[config.mk]
export PLATFORM = sky130hd
export DESIGN_NAME = out_ctl_flat
export DESIGN_NICKNAME = d
export VERILOG_FILES = /design/src/rtl/out_ctl_if.sv /design/src/rtl/out_ctl.sv /design/src/flat_wrapper.sv
export SDC_FILE = /design/constraint.sdc
export NUM_CORES = 1
export LEC_CHECK = 0
export ABC_AREA = 1
export ABC_CLOCK_PERIOD_IN_PS = 2100
export BUFFER_PORTS_ARGS = -buffer_cell sky130_fd_sc_hd__buf_2
export CAP_MARGIN = 20
export CORE_UTILIZATION = 55
export CTS_CLUSTER_DIAMETER = 60
export CTS_CLUSTER_SIZE = 14
export DETAILED_ROUTE_END_ITERATION = 6
export PLACE_DENSITY_LB_ADDON = 0.1
export SLEW_MARGIN = 40
export SYNTH_ARGS = -nofsm -noshare
export SYNTH_HDL_FRONTEND = slang
export SYNTH_SLANG_ARGS = --single-unit
[constraint.sdc]
create_clock -name clk -period 2.1 [get_ports clk]
set_clock_uncertainty 0.1 [all_clocks]
set_input_delay 0 -clock clk [delete_from_list [all_inputs] [get_ports clk]]
set_output_delay 0 -clock clk [all_outputs]
set_load 0.01 [all_outputs]
[src/rtl/out_ctl_if.sv]
// out_ctl_if: result stream bundle (valid/ready with data and last).
// master drives the stream, slave consumes it.
interface out_ctl_if #(
  parameter int DW = 32
);
  logic          m_valid;
  logic          m_ready;
  logic [DW-1:0] m_data;
  logic          m_last;

  modport master (
    output m_valid,
    output m_data,
    output m_last,
    input  m_ready
  );

  modport slave (
    input  m_valid,
    input  m_data,
    input  m_last,
    output m_ready
  );
endinterface

[src/rtl/out_ctl.sv]
// out_ctl: copies a finished kernel into the shadow buffer and streams
// its result words out over valid/ready, counting kernels per stripe.
module out_ctl #(
  parameter  int WORDS = 8,
  parameter  int KN    = 4,
  parameter  int DW    = 32,
  localparam int AW    = $clog2(WORDS),
  localparam int CW    = AW + 1,
  localparam int KW    = (KN > 1) ? $clog2(KN) : 1
) (
  input  logic          clk,
  input  logic          rst,
  input  logic          s_init,
  input  logic          k_fin,
  output logic          cp,
  output logic          out_re,
  output logic [AW-1:0] out_a,
  input  logic [DW-1:0] rd_data,
  out_ctl_if.master     m,
  output logic          outr,
  output logic          out_busy,
  output logic          err
);

  localparam logic [0:0] IDLE   = 1'b0;
  localparam logic [0:0] STREAM = 1'b1;

  logic [0:0]    st_q, st_d;
  logic [CW-1:0] iss_q, iss_d;
  logic [CW-1:0] pop_q, pop_d;
  logic [KW-1:0] kc_q, kc_d;
  logic [1:0]    occ_q, occ_d;
  logic          rp_q, wp_q;
  logic          infl_q;
  logic          err_q, err_d;
  logic [DW-1:0] mem_q [2];

  logic          stream;
  logic          vld;
  logic [DW-1:0] head;
  logic          pop;
  logic          last_w;
  logic          fin_pop;
  logic          accept;
  logic          store;
  logic          drop;

  assign stream = (st_q == STREAM);

  // Fall-through FIFO: an arriving read word is visible at once
  // when nothing is stored, giving first data two cycles after cp.
  assign vld  = (occ_q != 2'd0) | infl_q;
  assign head = (occ_q != 2'd0) ? mem_q[rp_q] : rd_data;
  assign pop  = vld & m.m_ready;

  assign last_w  = (pop_q == CW'(WORDS - 1));
  assign fin_pop = stream & pop & last_w;
  assign accept  = k_fin & (~stream | fin_pop);

  assign store = infl_q & ~((occ_q == 2'd0) & pop);
  assign drop  = pop & (occ_q != 2'd0);

  assign cp     = rst & accept;
  assign out_re = stream
                & (iss_q < CW'(WORDS))
                & ((occ_q + {1'b0, infl_q}) < 2'd2);
  assign out_a  = iss_q[AW-1:0];

  assign m.m_valid = vld;
  assign m.m_data  = vld ? head : '0;
  assign m.m_last  = vld & last_w & (kc_q == KW'(KN - 1));

  assign outr     = stream;
  assign out_busy = stream;
  assign err      = err_q;

  always_comb begin
    st_d  = st_q;
    iss_d = iss_q;
    pop_d = pop_q;
    unique case (1'b1)
      accept: begin
        st_d  = STREAM;
        iss_d = '0;
        pop_d = '0;
      end
      fin_pop & ~k_fin: begin
        st_d  = IDLE;
        pop_d = pop_q + CW'(1);
      end
      default: begin
        iss_d = iss_q + CW'(out_re);
        pop_d = pop_q + CW'(pop);
      end
    endcase
  end

  always_comb begin
    kc_d = kc_q;
    if (s_init) begin
      kc_d = '0;
    end else if (fin_pop) begin
      kc_d = (kc_q == KW'(KN - 1)) ? '0 : kc_q + KW'(1);
    end
  end

  assign err_d = err_q | (k_fin & stream & ~fin_pop);
  assign occ_d = occ_q + {1'b0, store} - {1'b0, drop};

  always_ff @(posedge clk or negedge rst) begin
    if (!rst) begin
      st_q     <= IDLE;
      iss_q    <= '0;
      pop_q    <= '0;
      kc_q     <= '0;
      occ_q    <= '0;
      rp_q     <= 1'b0;
      wp_q     <= 1'b0;
      infl_q   <= 1'b0;
      err_q    <= 1'b0;
      mem_q[0] <= '0;
      mem_q[1] <= '0;
    end else begin
      st_q   <= st_d;
      iss_q  <= iss_d;
      pop_q  <= pop_d;
      kc_q   <= kc_d;
      occ_q  <= occ_d;
      infl_q <= out_re;
      err_q  <= err_d;
      if (store) begin
        mem_q[wp_q] <= rd_data;
        wp_q        <= ~wp_q;
      end
      if (drop) begin
        rp_q <= ~rp_q;
      end
    end
  end

endmodule

[src/flat_wrapper.sv]
// flat-port wrapper written by rule: the top's interface ports become plain ports
module out_ctl_flat 
#(
  parameter  int WORDS = 8,
  parameter  int KN    = 4,
  parameter  int DW    = 32,
  localparam int AW    = $clog2(WORDS),
  localparam int CW    = AW + 1,
  localparam int KW    = (KN > 1) ? $clog2(KN) : 1
)
  (clk, rst, s_init, k_fin, cp, out_re, out_a, rd_data, outr, out_busy, err, m_m_valid, m_m_data, m_m_last, m_m_ready);
  out_ctl_if #(.DW(DW)) m_i ();
  input  logic clk;
  input  logic rst;
  input  logic s_init;
  input  logic k_fin;
  output logic cp;
  output logic out_re;
  output logic [AW-1:0] out_a;
  input  logic [DW-1:0] rd_data;
  output logic outr;
  output logic out_busy;
  output logic err;
  output wire logic [$bits(m_i.m_valid)-1:0] m_m_valid;
  output wire logic [$bits(m_i.m_data)-1:0] m_m_data;
  output wire logic [$bits(m_i.m_last)-1:0] m_m_last;
  input wire logic [$bits(m_i.m_ready)-1:0] m_m_ready;
  assign m_m_valid = m_i.m_valid;
  assign m_m_data = m_i.m_data;
  assign m_m_last = m_i.m_last;
  assign m_i.m_ready = m_m_ready;
  out_ctl #(.WORDS(WORDS), .KN(KN), .DW(DW)) u_core (.clk(clk), .rst(rst), .s_init(s_init), .k_fin(k_fin), .cp(cp), .out_re(out_re), .out_a(out_a), .rd_data(rd_data), .m(m_i), .outr(outr), .out_busy(out_busy), .err(err));
endmodule
[Yosys cells after proc, flatten, opt, wreduce, memory -nomap -nowiden]
Index checks and enable logic that the tools add are counted.
Word-level totals
  register bits after elaboration: 81
  input bits: 37
  output and inout port bits: 42
  logic and storage cells: 70
Cells by class
  add/subtract/negate cells: 7
  $lt $le $gt $ge: 5
  equal/unequal tests: 2
  muxes and demuxes: 14
  bitwise gates (word level): 26
  reductions and logical operators: 5
Operators with widths (count)
  $mux 32: 6
  $bwmux 64: 1
  $demux 32 s1: 1
  $pmux 4 s2: 2
  $and 1x1->1: 15
  $add 4x1->4: 2
  $mux 2: 3
  $not 1->1: 6
  $reduce_bool 2->1: 3
  $add 2x1->2: 2
  $add 4x1->4 const B: 1
  $eq 4x3->1 const B: 1
  $ge 2x2->1 const B: 2
  $lt 4x4->1 const B: 1
  $not 1->2: 2
  $or 1x1->1: 3
  $add 2x1->2 const B: 1
  $eq 2x2->1 const B: 1
  $logic_not 2->1: 1
  $lt 2x1->1 const B: 1
  $lt 2x2->1 const B: 1
  $pmux 1 s2: 1
  $sub 2x1->2: 1
  $logic_and 1x1->1: 1

[Longest topological paths before layout]
Gate-level depths: netlist (run 1).
  word-level depth: 8
  depth in mapped cells: 10
  gate-level depth less buffers: 10

[Worst setup path before layout (run 1)]
No wires, ideal clock.
  path type: register to register
  from: register u_core.st_q (netlist: u_core.out_busy)
  to: register u_core.iss_q[2]
  setup time: 0.065 ns
  data arrival time: 1.878 ns
  data required time: 1.935 ns
  setup slack: 0.057 ns
  stages on the path, launching flop included: 8
  buffers on the path: 0
  clock period less this slack: 2.043 ns
  cell sequence: dfrtp_1 > inv_1 > nor4_1 > ha_1 > ha_1 > xor2_1 > o211ai_1 > nand2_1
Between the ends
  elaborated cells on any way between the ends: 10
  classes of those cells: add/sub: 1; mux: 1; bitwise: 8
RTL lines
  start, declared: line out_ctl.sv:28  | logic [0:0] st_q, st_d;
  start signal, assigned: line out_ctl.sv:124  | st_q <= st_d;
  $and 1x1->1: line out_ctl.sv:65  | & (iss_q < CW'(WORDS))
  $and 1x1->1: line out_ctl.sv:66  | & ((occ_q + {1'b0, infl_q}) < 2'd2);
  net out_re: line flat_wrapper.sv:18  | output logic out_re;
  $add 4x1->4: line out_ctl.sv:92  | iss_d = iss_q + CW'(out_re);
  $pmux 4 s2: line out_ctl.sv:81  | unique case (1'b1)
  end signal, assigned: line out_ctl.sv:125  | iss_q <= iss_d;
  end, declared: line out_ctl.sv:29  | logic [CW-1:0] iss_q, iss_d;
The timed path passes the listed nets, and every way through them passes these cells.
A chain may end at the register's enable or synchronous reset.

[Worst setup path in the final report (run 1)]
  from: register u_core.occ_q[1]
  to: register u_core.iss_q[2]
Between the ends
  word-level cells in the longest chain between the ends: 8
  elaborated cells on any way between the ends: 13
  classes of those cells: add/sub: 2; order compare: 1; mux: 1; bitwise: 8; reduce/logical: 1
Ends and longest elaborated chain
  start, declared: line out_ctl.sv:32  | logic [1:0] occ_q, occ_d;
  start signal, assigned: line out_ctl.sv:116  | occ_q <= '0;
  start signal, assigned: line out_ctl.sv:128  | occ_q <= occ_d;
  branches (longest 8 deep; another with $add 4x1->4)
Several ways; the timed one is not identified.

==> results of run 1 <==
## worst max-delay path: stages, from the launching register on
cell	delay (ps)
dfrtp_1	440
a21boi_0	150
nor4_1	370
ha_1	280
ha_1	180
xor2_1	160
o211ai_1	120
nand2_1	70
## final cells by class
class | instances | area, µm² | share of cell area
Clock buffer | 10 | 138 | 0.0274
Clock inverter | 6 | 114 | 0.0227
Inverter | 47 | 176 | 0.0352
Multi-Input combinational cell | 259 | 1570 | 0.313
Sequential cell | 81 | 2030 | 0.404
Tap cell | 96 | 120 | 0.0239
Timing Repair Buffer | 126 | 868 | 0.173
## how the worst min path moves through the flow
stage                     start               end  slack, ps  cells past startpoint
final                       rst  u_core.mem_q[12]        210                      3
after global routing        rst  u_core.mem_q[12]        250                      3
after CTS                   rst  u_core.mem_q[12]        210                      3
after detailed placement    rst   u_core.mem_q[9]         20                      2
after global placement      rst   u_core.mem_q[9]         30                      2
after floorplan             rst        u_core.err       -400                      0
## per-stage QoR
stage,cells,hold slack [ps]
6_report,625,212
5_1_grt,625,251
4_1_cts,625,209
3_5_place_dp,573,24.8
3_3_place_gp,573,31.3
2_1_floorplan,414,-396
## logic make-up after synthesis
logic type | Yosys count
simple gates | 107
buf+inv | 74
flops | 81
mux | 32
xor+xnor | 6
compound gates | 107
fa+ha+maj | 7
## sequential cells by signal, summed over array words and instances, names as in the netlist
signal	flops
u_core.out_busy	1
u_core.err	1
u_core.kc_q	2
u_core.rp_q	1
u_core.wp_q	1
u_core.mem_q	64
u_core.occ_q	2
u_core.iss_q	4
u_core.infl_q	1
u_core.pop_q	4
## cell usage in the layout (no fill, tap or decap), drive strengths merged, types with 2 or more instances in the layout
cell type and count:
ha 7, o211ai 4, clkinvlp 2, dfrtp 81, bufinv 3, xor2 3, xnor2 3, mux2i 32
o21ai 64, nor2 5, dlygate4sd3 36, nand3 6, nand2 90, a21oi 5, buf 90, clkbuf 10
o22ai 32, nor3 3, inv 48
## what timing repair did
action / CTS / global route
gates resized for setup: 0 / 2
setup endpoints to repair: 0 / 1
hold buffers: 36 / 0
hold endpoints to repair: 159 / 0
buffers inserted: 0 / 0
## report_power, final
part	switching [µW]	internal, µW	total [µW]
Clock	587	826	1410
Combinational	2120	1650	3770
Sequential	461	2300	2760
## per-layer routing
layer,GRT usage,vias to the layer above
met1,0.325,1545
met5,0,-
met3,0.0486,10
met2,0.416,75
met4,0.103,0
li1,-,1603
==> flow_summary_export.csv, run 1 <==
group,metric,value,unit
power_and_ir_drop,power.density,1580,nW/µm²
power_and_ir_drop,p_leak,0.00262,µW
critical_path,crit_path_start_kind,"flip-flop",
drt,post-route-drc-count,0,
drt,routed_via_density,5.17,
drt,ant_nets,0,
outcome,status,"finished, final reports clean",
sta,max_freq,518,MHz
power_and_ir_drop,peakVddDrop,0.000918,V
final_layout,stdcell_area,5020,µm²
cts,htreeDepth,3,
sta,finalSetupViolations,0,
final_layout,syn_to_final_growth,27.1,%
global_routing,grtUsageTotal,0.251,
drt,vias,3233,
placed_design,dp_hpwl,5.20,mm
synth,synth-compound-area-share,0.171,
floorplan,ios,79,
critical_path,critPathMaxFanout,4,
sta,fin_ws,168,ps
synth,synth-seq-cells,81,
synth,synth_common_cells,"nand2_1, dfrtp_1, inv_1",
final_layout,utilization,0.731,
drt,drt_iter0_drc,240,
floorplan,start_util,0.575,
synth,synth_top_area_frac,0.513,
synth,seq_area_frac_synth,0.513,
critical_path,critPathLaunch,"u_core.occ_q[1]",
sta,finalSetupTns,0,ps
sta,rsz0062_at_grt,"false",
sta,period_needed,1930,ps
global_routing,grt_pass1_vias,3274,
placed_design,gp_congestion,0.830,
floorplan,rows,30,
critical_path,crit_type,"flip-flop to flip-flop",
synth,yosysWarnings,0,
global_routing,grt_max_degree,51,
drt,wirelength,8.45,mm
synth,synth_largest_area_cell,"dfrtp_1",
floorplan,die_h,86.7,µm
critical_path,reg2regPathDepth,7,
synth,syn_inst,414,
final_layout,num_antenna_cells,0,
synth,synth.area.top_cells,"dfrtp_1, nand2_1, mux2i_1",
cts,clk_latency,350,ps
cts,cts_tree,"built",
synth,synth-main-ff-cell,"dfrtp_1",
critical_path,rrSetupSlack,170,ps
placed_design,io_buffers,78,
placed_design,pre_cts_ws,246,ps
sta,fin_crit_sh,0.920,
critical_path,cp.required,2300,ps
cts,cts_buffers,9,
synth,synth.cell_area,3950,µm²
drt,routed.top_layer,"met4",
synth,synth_xor_area_frac,0.0133,
global_routing,overflow,0,
global_routing,grt_pass1_wl,14.6,mm
drt,wl_per_cell,13.5,µm
synth,avgSynthCellArea,9.54,µm²
floorplan,dieArea,7520,µm²
synth,synthesis.nets,458,
placed_design,dpl-instance-area,4400,µm²
global_routing,antenna_found_initial,0,
critical_path,reg2reg_from,"u_core.occ_q[1]",
cts,cts-root-buf,"clkbuf_8",
cts,clock_sinks,81,
synth,muxShareOfSynthArea,0.0811,
critical_path,end_kind,"flip-flop",
sta,maxSlewHeadroom,0.594,
synth,synth.distinct_cells,29,
critical_path,endpoint,"u_core.iss_q[2]",
sta,finalHoldViolations,0,
final_layout,fin_nets,568,
drt,dr.pass1.iters,4,
drt,wl_met2,4.05,mm
synth,synthAdderAreaFrac,0.0222,
run,maxCapViolCount,0,
synth,synth_top_family_by_area,"compound AO/OA/AOI/OAI gates",
sta,tightestPinTransition,609,ps
synth,synth_simple_gate_area_share,0.110,
hold_path,hold_class,"input pin to async pin",
critical_path,reg2reg_to,"u_core.iss_q[2]",
final_layout,drive_above_1_share,0.257,
floorplan,die_w,86.7,µm
synth,async_reset_ff_frac,1.00,
drt,wl_met1,3.97,mm
critical_path,critPathArrivalTime,2130,ps
cts,clockBufferDepth,2,
cts,path_clk_slew,90,ps
final_layout,final.fill_count,517,
floorplan,fp.coreArea,6870,µm²
sta,drv_slew,0,
synth,synth_edf_count,0,
power_and_ir_drop,power,7940,µW
drt,dr_wl_met3,300,µm
synth,yosysMostFrequentCell,"nand2_1",
No activity file was read; power rests on OpenSTA's default activity.
==> run 2, diff against run 1 <==
Settings changed: CORE_MARGIN from default to 1.5, RECOVER_POWER from default to 25.
==> run 2 against run 1 <==
  * Highest routed layer unchanged
  * First-iteration DRC count is 52% lower
  * Critical path depth fell by 1
  * Total power down 1.1%
  * Register-to-register slack improved by 100 ps
==> flow_summary_export.csv, run 2 (synthesized netlist as in run 1, its figures left out) <==
group,metric,value,unit
floorplan,rows,30,
sta,fin_crit_sh,0.930,
cts,cts_tree,"built",
critical_path,path_delay_family,"buffers and inverters",
critical_path,cp.required,2000,ps
critical_path,reg2reg_from,"u_core.occ_q[1]",
outcome,status,"finished, final reports clean",
final_layout,top_regs,"u_core.mem_q (64), u_core.iss_q (4), u_core.pop_q (4)",
hold_path,holdPathEnd,"u_core.pop_q[0]",
floorplan,die_w,87.7,µm
power_and_ir_drop,p_leak,0.00262,µW
critical_path,reg2regPathDepth,7,
floorplan,fp.coreArea,6870,µm²
hold_path,min_from,"k_fin",
sta,drv_slew,0,
sta,max_freq,512,MHz
critical_path,end_kind,"output pin",
placed_design,pre_cts_ws,252,ps
critical_path,crit_path_cell_trace,"nor2_4, buf_6, nand2_1, buf_4, o22ai_1, buf_2",
sta,period_needed,1950,ps
sta,tightestPinTransition,1120,ps
power_and_ir_drop,power,7850,µW
placed_design,gp_congestion,0.802,
final_layout,final_common_cell,"nand2_1",
floorplan,start_util,0.575,
hold_path,hold_class,"input pin to flip-flop",
hold_path,worstHoldPathCells,3,
drt,routed_via_density,5.10,
sta,finalSetupTns,0,ps
cts,path_clk_slew,90,ps
global_routing,grtUsageTotal,0.234,
critical_path,reg2reg_to,"u_core.iss_q[2]",
floorplan,ios,79,
cts,cts-root-buf,"clkbuf_8",
sta,maxSlewHeadroom,0.251,
critical_path,critPathArrivalTime,1850,ps
cts,clk_latency,340,ps
cts,htreeDepth,3,
final_layout,drive_above_1_share,0.251,
final_layout,fin_nets,573,
critical_path,rrSetupSlack,270,ps
cts,clockBufferDepth,2,
global_routing,antenna_found_initial,0,
critical_path,slowest_delay,440,ps
cts,clock_sinks,81,
global_routing,grt_pass1_vias,3144,
drt,vias,3212,
drt,wl_per_cell,13.6,µm
final_layout,final_cell_mix,"nand2_1, dfrtp_1, buf_2, inv_1, dlygate4sd3_1",
final_layout,syn_to_final_growth,27.2,%
sta,finalSetupViolations,0,
final_layout,multi_input_area,1570,µm²
run,maxCapViolCount,0,
sta,rsz0062_at_grt,"false",
drt,wirelength,8.56,mm
final_layout,largest_register_ffs,64,
sta,finalHoldViolations,0,
drt,post-route-drc-count,0,
drt,dr.pass1.iters,4,
drt,drt_iter0_drc,115,
power_and_ir_drop,peakVddDrop,0.000784,V
floorplan,die_h,87.7,µm
global_routing,grt_max_degree,49,
global_routing,grt_pass1_wl,14.1,mm
final_layout,num_antenna_cells,0,
critical_path,critPathMaxFanout,22,
placed_design,dp_hpwl,5.43,mm
floorplan,dieArea,7690,µm²
final_layout,utilization,0.731,
global_routing,overflow,0,
cts,cts_buffers,9,
critical_path,slowest_stage,"dfrtp_1",
final_layout,final.fill_count,551,
critical_path,path_buf_inv,3,
placed_design,io_buffers,78,
critical_path,crit_path_start_kind,"flip-flop",
final_layout,top_register,"u_core.mem_q",
critical_path,crit_type,"flip-flop to output pin",
power_and_ir_drop,power.density,1560,nW/µm²
sta,fin_ws,146,ps
drt,ant_nets,0,
cts,post_cts_buffers,0,
final_layout,seq_area,2030,µm²
[run 2: worst max path at each step]
stage | startpoint | endpoint | slack [ps] | cells past startpoint
global route | u_core.infl_q | cp | 30 | 7
CTS | u_core.occ_q[1] | m_m_data[19] | 60 | 6
global placement | u_core.occ_q[1] | u_core.iss_q[2] | 320 | 7
detailed placement | u_core.occ_q[1] | u_core.iss_q[2] | 250 | 7
finish | u_core.occ_q[1] | m_m_data[19] | 150 | 6
floorplan | u_core.out_busy | u_core.iss_q[2] | 60 | 7
[run 2: power breakdown]
group	internal (µW)	switching (µW)	leakage, µW	total [µW]
Clock	706	577	0.000113	1280
Combinational	1680	2100	0.00151	3780
Sequential	2300	492	0.000996	2790
[run 2: area by class of cell]
class                      count  share of cell area
clock buffer                  10              0.0274
clock inverter                 6              0.0179
inverter                      47              0.0351
multi-input combinational    259               0.313
sequential                    81               0.404
tap                           96              0.0239
timing repair buffer         131               0.179
[run 2: timing repair]
action | in CTS | in global routing
endpoints found under the hold margin | 159 | 0
resized for setup | 0 | 1
hold buffers | 37 | 0
setup endpoints to repair | 0 | 7
[run 2: metrics by stage]
step | instance area [µm²] | hold slack [ps] | cells
4_1_cts | 5030 | 110 | 630
2_1_floorplan | 3950 | -396 | 414
3_3_place_gp | 4430 | -236 | 577
3_5_place_dp | 4430 | -231 | 577
6_report | 5020 | 343 | 630
5_1_grt | 5020 | 357 | 630
[run 2: routing by layer]
layer,part of all wire,global-route usage,wire (µm),vias to the layer above
met5,0,0,0,-
met4,0.014,0.0722,117,0
met3,0.033,0.0377,285,14
met2,0.48,0.400,4090,62
met1,0.48,0.308,4070,1526
li1,-,-,-,1610
[run 2: worst min-delay path: stages]
cell	delay (ps)
dlygate4sd3_1	510
buf_2	160
a21oi_1	80
